==> config.mk <==
export PLATFORM = sky130hd
export DESIGN_NAME = shift_add_mult4_flat
export DESIGN_NICKNAME = d
export VERILOG_FILES = /design/src/rtl/shift_add_mult4_pkg.sv /design/src/rtl/shift_add_mult4_if.sv /design/src/rtl/shift_add_mult4_adder.sv /design/src/rtl/shift_add_mult4.sv /design/src/flat_wrapper.sv
export SDC_FILE = /design/constraint.sdc
export NUM_CORES = 1
export LEC_CHECK = 0
export CAP_MARGIN = 15
export CORE_MARGIN = 3
export CORE_UTILIZATION = 39
export DETAILED_ROUTE_END_ITERATION = 8
export DONT_BUFFER_PORTS = 1
export GPL_TIMING_DRIVEN = 0
export PLACE_DENSITY = 0.62
export SYNTH_ARGS = -nofsm -noshare
export SYNTH_HDL_FRONTEND = slang
export SYNTH_SLANG_ARGS = --single-unit
==> constraint.sdc <==
create_clock -name clk -period 3.8 [get_ports clk]
set_clock_uncertainty 0.2 [all_clocks]
set_input_delay 0.76 -clock clk [delete_from_list [all_inputs] [get_ports clk]]
set_output_delay 0.76 -clock clk [all_outputs]
set_load 0.05 [all_outputs]
==> src/rtl/shift_add_mult4_pkg.sv <==
// Shared constants for the shift-and-add 4x4 multiplier.
package shift_add_mult4_pkg;

  typedef enum logic [1:0] {
    ST_IDLE = 2'd0,
    ST_BUSY = 2'd1,
    ST_DONE = 2'd2
  } state_e;

  // Iteration count value on which the final product is written.
  localparam logic [1:0] ITER_LAST = 2'd3;

endpackage

==> src/rtl/shift_add_mult4_if.sv <==
// Start/done handshake and operand/product bus for the multiplier.
interface shift_add_mult4_if;
  logic       start;
  logic [3:0] a;
  logic [3:0] b;
  logic       busy;
  logic       done;
  logic [7:0] p;

  modport master (output start, a, b, input busy, done, p);
  modport slave  (input start, a, b, output busy, done, p);
endinterface

==> src/rtl/shift_add_mult4_adder.sv <==
// 4-bit ripple-carry adder used as the multiplier's per-iteration datapath.
module binary4bitadder (
  input  logic [3:0] a_i,
  input  logic [3:0] b_i,
  input  logic       cin_i,
  output logic [3:0] s_o,
  output logic       co_o
);
  logic [4:0] c;

  assign c[0] = cin_i;

  for (genvar i = 0; i < 4; i++) begin : g_fa
    assign s_o[i]   = a_i[i] ^ b_i[i] ^ c[i];
    assign c[i + 1] = (a_i[i] & b_i[i]) | (c[i] & (a_i[i] ^ b_i[i]));
  end

  assign co_o = c[4];
endmodule

==> src/rtl/shift_add_mult4.sv <==
// Sequential 4x4 unsigned shift-and-add multiplier around a 4-bit ripple adder.
module shift_add_mult4
  import shift_add_mult4_pkg::*;
(
  input logic              clk,
  input logic              rst_n,
  shift_add_mult4_if.slave bus
);
  state_e     state_q, state_d;
  logic [3:0] ra_q, acc_q, q_q;
  logic [1:0] cnt_q;
  logic [7:0] p_q;
  logic [3:0] addend, sum;
  logic       co;
  logic       busy, done;

  // A new operation is accepted whenever the FSM is not iterating.
  logic accept;
  assign accept = bus.start && (state_q != ST_BUSY);

  // Partial-product select: add the multiplicand only when the current LSB is set.
  assign addend = q_q[0] ? ra_q : 4'b0;

  binary4bitadder u_add (
    .a_i  (acc_q),
    .b_i  (addend),
    .cin_i(1'b0),
    .s_o  (sum),
    .co_o (co)
  );

  // State register.
  always_ff @(posedge clk or negedge rst_n) begin
    if (!rst_n) state_q <= ST_IDLE;
    else        state_q <= state_d;
  end

  // Next-state: four iterations in BUSY, DONE may chain straight into a new op.
  always_comb begin
    state_d = state_q;
    case (state_q)
      ST_IDLE: if (accept) state_d = ST_BUSY;
      ST_BUSY: if (cnt_q == ITER_LAST) state_d = ST_DONE;
      ST_DONE: state_d = accept ? ST_BUSY : ST_IDLE;
      default: state_d = ST_IDLE;
    endcase
  end

  // Moore outputs decoded from state only.
  always_comb begin
    busy = 1'b0;
    done = 1'b0;
    case (state_q)
      ST_BUSY: busy = 1'b1;
      ST_DONE: done = 1'b1;
      default: ;
    endcase
  end

  // Operand capture, shift-add iteration and product write.
  always_ff @(posedge clk or negedge rst_n) begin
    if (!rst_n) begin
      ra_q  <= 4'h0;
      acc_q <= 4'h0;
      q_q   <= 4'h0;
      cnt_q <= 2'd0;
      p_q   <= 8'h00;
    end else if (state_q == ST_BUSY) begin
      // {co,sum} is the 5-bit partial high; shift it right into q.
      acc_q <= {co, sum[3:1]};
      q_q   <= {sum[0], q_q[3:1]};
      cnt_q <= cnt_q + 2'd1;
      if (cnt_q == ITER_LAST) p_q <= {co, sum, q_q[3:1]};
    end else if (accept) begin
      ra_q  <= bus.a;
      q_q   <= bus.b;
      acc_q <= 4'h0;
      cnt_q <= 2'd0;
    end
  end

  assign bus.busy = busy;
  assign bus.done = done;
  assign bus.p    = p_q;
endmodule
==> src/flat_wrapper.sv <==
// flat-port wrapper written by rule: the top's interface ports become plain ports
module shift_add_mult4_flat import shift_add_mult4_pkg::*;
  (clk, rst_n, bus_start, bus_a, bus_b, bus_busy, bus_done, bus_p);
  shift_add_mult4_if bus_i ();
  input logic clk;
  input logic rst_n;
  input wire logic [$bits(bus_i.start)-1:0] bus_start;
  input wire logic [$bits(bus_i.a)-1:0] bus_a;
  input wire logic [$bits(bus_i.b)-1:0] bus_b;
  output wire logic [$bits(bus_i.busy)-1:0] bus_busy;
  output wire logic [$bits(bus_i.done)-1:0] bus_done;
  output wire logic [$bits(bus_i.p)-1:0] bus_p;
  assign bus_i.start = bus_start;
  assign bus_i.a = bus_a;
  assign bus_i.b = bus_b;
  assign bus_busy = bus_i.busy;
  assign bus_done = bus_i.done;
  assign bus_p = bus_i.p;
  shift_add_mult4 u_core (.clk(clk), .rst_n(rst_n), .bus(bus_i));
endmodule
==> results.py, run 1 <==
metrics = {
    "status": {
        "run_status": "finished, final reports clean",
    },
    "worst_setup_path": {
        "rrSetupSlack_ps": 1380,
        "rr_worst_depth": 7,
        "path_delay_family": "simple AND/OR/NAND/NOR gates",
        "crit_buf_inv": 0,
        "cp.arrival_ps": 1510,
        "worstSetupPathType": "register to primary output",
        "crit_path_end_kind": "primary output",
        "rr_endpoint": "u_core.bus.p[6]$_DFFE_PN0P_",
        "critPathMaxFanout": 4,
        "cp.required_ps": 2840,
        "cp_slowest_stage_delay_ps": 740,
        "path_cells": "nor2b_1",
        "worstSetupStartpointType": "register",
        "r2r-start": "u_core.q_q[0]$_DFFE_PN0P_",
        "worst_path_max_delay_cell": "nor2b_1",
    },
    "power": {
        "ir_drop_v": 0.0003802,
        "power.total_w": 0.0009873,
        "switching_share_pct": 44.53,
        "p_clk_share_pct": 13.3,
        "intPower_w": 0.0005476,
        "powerDensity_mw_per_mm2": 850.3,
        "leakagePower_nw": 0.5414,
        "switchingPower_w": 0.0004396,
        "p_seq_share_pct": 55.8,
        "comb_power_share_pct": 30.9,
    },
    "clock_network": {
        "numCtsBuffers": 3,
        "root_buffer": "clkbuf_4",
        "htree_num_levels": 1,
        "cts_resized": 0,
        "clkTransAtPathRegs_ps": 130,
        "cts.sinks": 24,
        "post_cts_buffers": 0,
        "cts_hold_buf": 1,
        "cts_tree": "done",
        "clockBufferDepth": 2,
        "clkLatencyLatePin_ps": 310,
    },
    "sta": {
        "rsz0062_at_grt": "no",
        "tns_ps": 0,
        "final_hold_viol_count": 0,
        "finalSetupViolCount": 0,
        "whs_ps": 314.1,
        "fin_crit_ps": 2468,
        "fmax_mhz": 405.2,
        "finalCritPeriodShare_pct": 64.95,
        "worst_pin_slew_ps": 924.7,
        "max_slew_margin_pct": 38.23,
        "slew_violations": 0,
    },
    "drt": {
        "avgViaCountPerCell": 5.096,
        "drt_iter0_markers": 18,
        "dr.pass1.iters": 4,
        "drc_errors": 0,
        "postRouteAntennaNets": 0,
        "routedWlPerCell_um": 14.02,
        "totalWireLength_um": 1752,
        "vias": 637,
    },
    "cells_and_area": {
        "syn2layout_area_growth_pct": 9.305,
        "layout-drive-gt1-share_pct": 20.00,
        "nets": 112,
        "n_antenna_cell": 0,
    },
    "synth": {
        "yosysUniqueCellTypes": 19,
        "ys_ff_latch": 24,
        "synth_top_family_by_area": "multiplexers",
        "synth-simple-area-share_pct": 11.66,
        "syn_nets": 105,
        "seq_area_frac_synth_pct": 56.54,
        "synthXorXnorAreaFrac_pct": 0,
        "ys_warn_count": 0,
        "syn-instance-count": 89,
        "synth_mux_area_share_pct": 12.60,
        "synth_area_per_cell_um2": 11.94,
        "synth-adder-area-share_pct": 8.009,
        "syn_area_mm2": 0.001062,
        "synth_compound_gate_area_share_pct": 6.714,
    },
    "job": {
        "maxCapViolCount": 0,
    },
    "placement": {
        "gp_congestion": 0.7371,
        "port_buffers": 0,
        "dpl.hpwl_um": 1335,
    },
    "min_path": {
        "hold_end": "u_core.ra_q[0]$_DFFE_PN0P_",
        "hold_class": "register to register",
        "holdPathStages": 1,
        "hp-start": "u_core.ra_q[0]$_DFFE_PN0P_",
    },
    "global_route": {
        "grt_start_max_net_pins": 25,
        "grtUsageTotal_pct": 12.04,
        "antenna_found_initial": 0,
        "grt_pass1_wl_um": 3070,
        "grt-ovfl-total": 0,
        "grt_pass1_vias": 672,
    },
    "floorplanning": {
        "dieHeight_um": 58.19,
        "io_pins": 21,
        "die_w_um": 58.19,
        "rows": 18,
        "die_area_mm2": 0.003386,
        "core_mm2": 0.002522,
        "start_util_pct": 42.11,
    },
}
cell usage in the layout, fill, tap and decap left out, types with 2 or more instances in the layout:
cell,n
buf_2,2
clkbuf_4,3
dfrtp_1,24
fa_1,3
ha_1,2
inv_1,6
mux2_2,7
mux2i_1,4
nand2_1,13
nand3_1,6
o21ai_0,13
worst max-delay path by stage:
| stage | startpoint | endpoint | slack [ps] | depth (start not counted) |
|---|---|---|---|---|
| floorplan | u_core.q_q[0]$_DFFE_PN0P_ | u_core.bus.p[6]$_DFFE_PN0P_ | 1510 | 7 |
| global route | u_core.q_q[0]$_DFFE_PN0P_ | u_core.bus.p[6]$_DFFE_PN0P_ | 1240 | 7 |
| CTS | u_core.state_q[0]$_DFFE_PN0P_ | bus_done | 1310 | 1 |
| finish | u_core.state_q[0]$_DFFE_PN0P_ | bus_done | 1330 | 1 |
| detailed placement | u_core.q_q[0]$_DFFE_PN0P_ | u_core.bus.p[6]$_DFFE_PN0P_ | 1400 | 7 |
| global placement | u_core.q_q[0]$_DFFE_PN0P_ | u_core.acc_q[2]$_DFFE_PN0P_ | 1400 | 7 |
stage by stage:
stage | instances | utilization, % | worst slack, ps | area, um^2
floorplan | 89 | - | 1510 | 1062
CTS | 124 | 45.44 | 1312 | 1146
global placement | 119 | 43.60 | 1403 | 1100
detailed placement | 119 | 43.60 | 1403 | 1100
finish | 125 | 46.03 | 1332 | 1161
global route | 125 | 46.03 | 1243 | 1161
layer usage:
metal / share of wire (%) / GRT usage [%]
met5: 0 / 0
met4: 2.6 / 6.954
met3: 4.2 / 2.673
met2: 50 / 19.52
met1: 43 / 14.71
cell usage after synthesis:
master / instances / area (um^2)
dfrtp_1: 24 / 600.6
buf_6: 1 / 11.26
nand2_2: 1 / 6.260
inv_2: 1 / 3.750
o22ai_1: 1 / 6.260
nand3b_4: 1 / 20.02
mux2_2: 7 / 78.83
nor2b_1: 1 / 6.260
mux2i_1: 4 / 40.04
and2_1: 1 / 6.260
nand2b_1: 1 / 6.260
fa_1: 3 / 60.06
ha_1: 2 / 25.02
inv_1: 6 / 22.52
mux2_4: 1 / 15.01
o21ai_0: 13 / 65.06
nand2_1: 13 / 48.80
buf_2: 2 / 10.01
nand3_1: 6 / 30.03
logic make-up after synthesis:
| group | after synthesis |
|---|---|
| buf+inv | 10 |
| compound gates | 14 |
| flops | 24 |
| simple gates | 24 |
| mux | 12 |
| fa+ha+maj | 5 |
power by group through the flow:
stage	clock network [W]	registers (W)	logic, W
floorplan	0	0.000535	0.000256
global placement	0	0.000554	0.000296
detailed placement	0	0.000560	0.000304
CTS	0.000138	0.000554	0.000311
global route	0.000145	0.000566	0.000351
finish	0.000131	0.000551	0.000305
final cells by class:
| cell class | instances | area (um^2) |
|---|---|---|
| plain buffers | 3 | 21.27 |
| clock buffers | 4 | 36.28 |
| fillers | 257 | 1361 |
| inverters | 7 | 26.28 |
| multi-input cells | 55 | 414.1 |
| flip-flops and latches | 24 | 600.6 |
| well taps | 30 | 37.54 |
| repair buffers | 2 | 25.02 |
flip-flops by register name, indices dropped and copies added, names as in the netlist:
signal,count
u_core.ra_q,4
u_core.cnt_q,2
u_core.state_q,2
u_core.q_q,4
u_core.acc_q,4
u_core.bus.p,8
Note: power is estimated with default switching activity, not from simulation.
==> inputs of run 2 (changes only) <==
- clock period: 3.8 -> 2.3 ns (I/O delays scaled with it)
==> run 2 against run 1 <==
  * Non-clock buffer count rose by 1
  * Clock power grew 67%
  * Flip-flop and latch count did not move
  * Sequential power is 65% higher
  * Cell count rose by 0.80%
  * Register-to-register slack lost 1300 ps
  * Count of clock-buffer cells in the layout unchanged
  * Total power up 70%
  * Worst setup slack got worse by 1200 ps
  * Critical path depth rose by 6
==> results.py, run 2 (synthesized netlist as in run 1, its figures left out) <==
metrics = {
    "worst_setup_path": {
        "path_delay_family": "adder cells",
        "critPathMaxFanout": 2,
        "worstSetupStartpointType": "register",
        "crit_top_cell": "fa_2",
        "cp.arrival_ps": 2230,
        "crit_path_end_kind": "register",
        "worstSetupPathType": "register to register",
        "crit_buf_inv": 1,
        "worst_path_max_delay_cell": "fa_1",
        "cp.required_ps": 2310,
        "path_cells": "and2_4 -> ha_4 -> inv_2 -> fa_2 -> fa_2 -> fa_1 -> o21ai_1",
        "cp_slowest_stage_delay_ps": 500,
    },
    "cells_and_area": {
        "design_area_mm2": 0.001189,
        "n_antenna_cell": 0,
        "largest_reg_flops": 8,
        "layout-drive-gt1-share_pct": 26.04,
        "nFillCells": 250,
        "final_common_cell": "dfrtp_1",
        "nets": 113,
        "final_cell_mix": "dfrtp_1, nand2_1, o21ai_0",
        "syn2layout_area_growth_pct": 11.90,
    },
    "placement": {
        "gp_congestion": 0.7371,
        "port_buffers": 0,
        "dpl.hpwl_um": 1335,
        "postPlaceCellArea_mm2": 0.001100,
    },
    "floorplanning": {
        "core_mm2": 0.002522,
        "die_w_um": 58.19,
        "start_util_pct": 42.11,
        "dieHeight_um": 58.19,
        "die_area_mm2": 0.003386,
        "rows": 18,
        "io_pins": 21,
    },
    "clock_network": {
        "numCtsBuffers": 3,
        "cts_tree": "done",
        "clockBufferDepth": 2,
        "cts.sinks": 24,
        "htree_num_levels": 1,
        "clkLatencyLatePin_ps": 310,
        "root_buffer": "clkbuf_4",
        "clkTransAtPathRegs_ps": 130,
    },
    "global_route": {
        "grtUsageTotal_pct": 12.09,
        "grt_pass1_wl_um": 3077,
        "grt-ovfl-total": 0,
        "antenna_found_initial": 0,
        "grt_pass1_vias": 677,
        "grt_start_max_net_pins": 25,
    },
    "drt": {
        "routedWlPerCell_um": 14.05,
        "avgViaCountPerCell": 5.087,
        "drc_errors": 0,
        "postRouteAntennaNets": 0,
        "dr.pass1.iters": 4,
        "drt_iter0_markers": 27,
        "totalWireLength_um": 1770,
        "vias": 641,
    },
    "sta": {
        "finalCritPeriodShare_pct": 96.26,
        "rsz0062_at_grt": "no",
        "tns_ps": 0,
        "fmax_mhz": 451.7,
        "slew_violations": 0,
        "max_slew_margin_pct": 38.22,
        "fin_crit_ps": 2214,
        "whs_ps": 87.77,
        "final_hold_viol_count": 0,
        "worst_pin_slew_ps": 924.8,
        "finalSetupViolCount": 0,
    },
    "job": {
        "maxCapViolCount": 0,
    },
    "min_path": {
        "hold_class": "input port to register",
    },
    "power": {
        "leakagePower_nw": 0.5475,
        "powerDensity_mw_per_mm2": 1411,
        "ir_drop_v": 0.0006819,
    },
    "status": {
        "run_status": "finished, final reports clean",
    },
}
run 2: where the power goes:
group / internal [W] / total (W) / switching [W]
Clock: 0.0000968 / 0.000219 / 0.000122
Sequential: 0.000593 / 0.000908 / 0.000315
Combinational: 0.000245 / 0.000550 / 0.000306
run 2: worst paths after layout:
path                                             from                            end  cells past startpoint  slack (ps)
setup / recovery            u_core.q_q[0]$_DFFE_PN0P_    u_core.bus.p[6]$_DFFE_PN0P_                      7          90
hold / removal                               bus_a[1]     u_core.ra_q[1]$_DFFE_PN0P_                      1          90
setup reg to reg            u_core.q_q[0]$_DFFE_PN0P_    u_core.bus.p[6]$_DFFE_PN0P_                      7          90
hold reg to reg            u_core.ra_q[3]$_DFFE_PN0P_     u_core.ra_q[3]$_DFFE_PN0P_                      1         320
max in group asynchronous                       rst_n     u_core.ra_q[0]$_DFFE_PN0P_                      2        1120
min in group asynchronous                       rst_n  u_core.state_q[0]$_DFFE_PN0P_                      1         320
run 2: repair_timing:
item,in CTS,in global routing
gates cloned,0,0
hold buffers,1,0
endpoints found under the setup margin,4,4
setup buffers,1,0
endpoints found under the hold margin,24,0
gates resized for setup,2,6
run 2: metrics by stage:
| stage | total power, W | util [%] | worst slack (ps) | instances |
|---|---|---|---|---|
| floorplan | 0.001308 | - | 9.652 | 89 |
| detailed placement | 0.001427 | 43.60 | -97.32 | 119 |
| finish | 0.001677 | 47.12 | 86.02 | 126 |
| CTS | 0.001673 | 45.93 | 45.69 | 125 |
| global placement | 0.001405 | 43.60 | -97.32 | 119 |
| global route | 0.001799 | 47.12 | 22.78 | 126 |
run 2: final cells by class:
class	count	area, um^2	share of cell area [%]
sequential	24	600.6	50.53
multi-input combinational	55	434.2	36.53
tap	30	37.54	3.158
clock buffer	4	36.28	3.053
timing repair buffer	3	32.53	2.737
inverter	7	26.28	2.211
buffer	3	21.27	1.789
run 2: per-layer routing:
metal,vias up,routed length (um),global-route usage [%]
li1,309,-,-
met1,316,764,14.43
met2,14,906,20.00
met3,2,72,2.673
met4,0,27,6.954
met5,-,0,0
run 2: worst register-to-register path: cells and delay by family (launching register included):
family	cells	cell delay, ps
AND/OR/NAND/NOR	1	150
flip-flops	1	370
buffers and inverters	1	30
AO/OA/AOI/OAI	1	70
adder cells (fa/ha/maj)	4	1290
==> inputs of run 3 (changes only) <==
- PLACE_DENSITY: 0.62 -> unset
- PLACE_DENSITY_LB_ADDON: unset -> 0.25
==> run 3 against run 2 <==
  * Cell count shrank 0.79%
  * Combinational power shrank 2%
  * Worst hold slack gained 4.0 ps
  * Critical path depth is the same
  * Via count shrank 0.62%
  * Die area is the same
  * Clock power shrank 18%
  * First-iteration DRC count shrank 56%
  * Global-route usage grew 0.33 points
  * Routed wire length grew 1.4%
  * Non-clock buffer count is the same
  * Total power shrank 3.5%
==> results.py, run 3 (synthesized netlist as in run 1, its figures left out) <==
metrics = {
    "clock_network": {
        "clkLatencyLatePin_ps": 300,
        "root_buffer": "clkbuf_4",
        "cts_tree": "done",
        "clkTransAtPathRegs_ps": 120,
        "htree_num_levels": 1,
        "cts.sinks": 24,
        "clockBufferDepth": 2,
        "numCtsBuffers": 3,
    },
    "power": {
        "ir_drop_v": 0.0006279,
        "powerDensity_mw_per_mm2": 1388,
        "switching_share_pct": 45.21,
        "leakagePower_nw": 0.5420,
        "p_clk_share_pct": 11.1,
        "switchingPower_w": 0.0007312,
        "intPower_w": 0.0008862,
        "comb_power_share_pct": 33.3,
        "p_seq_share_pct": 55.6,
        "power.total_w": 0.001617,
    },
    "global_route": {
        "grtUsageTotal_pct": 12.42,
        "antenna_found_initial": 0,
        "grt_start_max_net_pins": 25,
        "grt_pass1_vias": 693,
        "grt-ovfl-total": 0,
        "grt_pass1_wl_um": 3125,
    },
    "floorplanning": {
        "start_util_pct": 42.11,
        "core_mm2": 0.002522,
        "die_area_mm2": 0.003386,
        "rows": 18,
        "die_w_um": 58.19,
        "dieHeight_um": 58.19,
        "io_pins": 21,
    },
    "sta": {
        "worst_pin_slew_ps": 929.4,
        "rsz0062_at_grt": "yes",
        "fmax_mhz": 444.7,
        "max_slew_margin_pct": 37.92,
        "finalCritPeriodShare_pct": 97.77,
        "final_hold_viol_count": 0,
        "slew_violations": 0,
        "finalSetupViolCount": 0,
        "fin_crit_ps": 2249,
    },
    "worst_setup_path": {
        "r2r-start": "u_core.q_q[0]$_DFFE_PN0P_",
        "critPathMaxFanout": 2,
        "worstSetupPathType": "register to register",
        "rrSetupSlack_ps": 50,
        "cp.required_ps": 2300,
        "endpoint": "u_core.acc_q[2]$_DFFE_PN0P_",
        "rr_worst_depth": 7,
        "crit_path_end_kind": "register",
        "cp.arrival_ps": 2250,
        "crit_start": "u_core.q_q[0]$_DFFE_PN0P_",
        "worstSetupStartpointType": "register",
        "rr_endpoint": "u_core.acc_q[2]$_DFFE_PN0P_",
    },
    "cells_and_area": {
        "final_cell_mix": "dfrtp_1, nand2_1, o21ai_0",
        "n_antenna_cell": 0,
        "final_common_cell": "dfrtp_1",
        "syn2layout_area_growth_pct": 9.659,
        "design_area_mm2": 0.001165,
        "post-route-util_pct": 46.18,
        "layout-drive-gt1-share_pct": 22.11,
        "nets": 113,
        "nFillCells": 245,
        "largest_reg_flops": 8,
        "stdcell_count": 125,
    },
    "drt": {
        "postRouteAntennaNets": 0,
        "totalWireLength_um": 1794,
        "drt_iter0_markers": 12,
        "drc_errors": 0,
        "vias": 637,
        "dr.pass1.iters": 4,
        "avgViaCountPerCell": 5.096,
        "routedWlPerCell_um": 14.35,
    },
    "job": {
        "maxCapViolCount": 0,
    },
    "placement": {
        "gp_congestion": 0.7173,
        "port_buffers": 0,
        "postPlaceCellArea_mm2": 0.001100,
        "place_inst": 119,
        "dpl.hpwl_um": 1326,
    },
    "min_path": {
        "holdPathStages": 1,
        "hp-start": "bus_a[0]",
        "hold_class": "input port to register",
    },
    "status": {
        "run_status": "finished, final reports clean",
    },
}
## run 3: layout make-up
cell class                      instances  area, um^2  share of cell area (%)
Sequential cell                        24       600.6                   51.56
Multi-Input combinational cell         55       419.2                   35.98
Tap cell                               30       37.54                   3.222
Timing Repair Buffer                    3       37.54                   3.222
Buffer                                  3       21.27                   1.826
Clock buffer                            3       22.52                   1.933
Inverter                                7       26.28                   2.256
## run 3: per-stage QoR
stage	worst slack, ps	TNS, ps	hold slack [ps]
after global placement	-99.17	-223.7	-34.78
after global routing	-29.79	-57.73	71.09
after detailed placement	-150.3	-409.8	-35.04
final	51.23	0	91.76
after CTS	12.85	0	79.96
after floorplan	9.652	0	-35.59
## run 3: how the worst min path moves through the flow
stage,endpoint,slack [ps]
final,u_core.ra_q[0]$_DFFE_PN0P_,90
after global routing,u_core.ra_q[3]$_DFFE_PN0P_,70
after CTS,u_core.ra_q[0]$_DFFE_PN0P_,80
after detailed placement,u_core.bus.p[4]$_DFFE_PN0P_,-40
after global placement,u_core.bus.p[5]$_DFFE_PN0P_,-30
after floorplan,u_core.acc_q[0]$_DFFE_PN0P_,-40
## run 3: power groups by stage
stage,registers (W),clock network (W),logic (W)
final,0.000900,0.000179,0.000538
after global placement,0.000916,0,0.000492
after floorplan,0.000885,0,0.000423
after detailed placement,0.000922,0,0.000504
after global routing,0.000927,0.000207,0.000616
after CTS,0.000906,0.000189,0.000548
## run 3: critical path, cell delays in order, from the launching register on
cell and delay, ps:
dfrtp_1 370, and2_1 120, ha_1 140, inv_1 50
fa_2 340, fa_2 340, fa_1 500, o21ai_1 70
## run 3: routing by layer
layer	vias up	GRT usage [%]	wire length, um
li1	310	-	-
met1	313	15.28	789
met2	12	19.84	894
met3	2	3.118	91
met4	0	6.954	19
met5	-	0	0
## run 3: repair_timing
item	in CTS	in global routing
endpoints found under the hold margin	24	0
setup endpoints to repair	4	2
gates resized for setup	3	1
buffers inserted	1	0
hold buffers	2	0
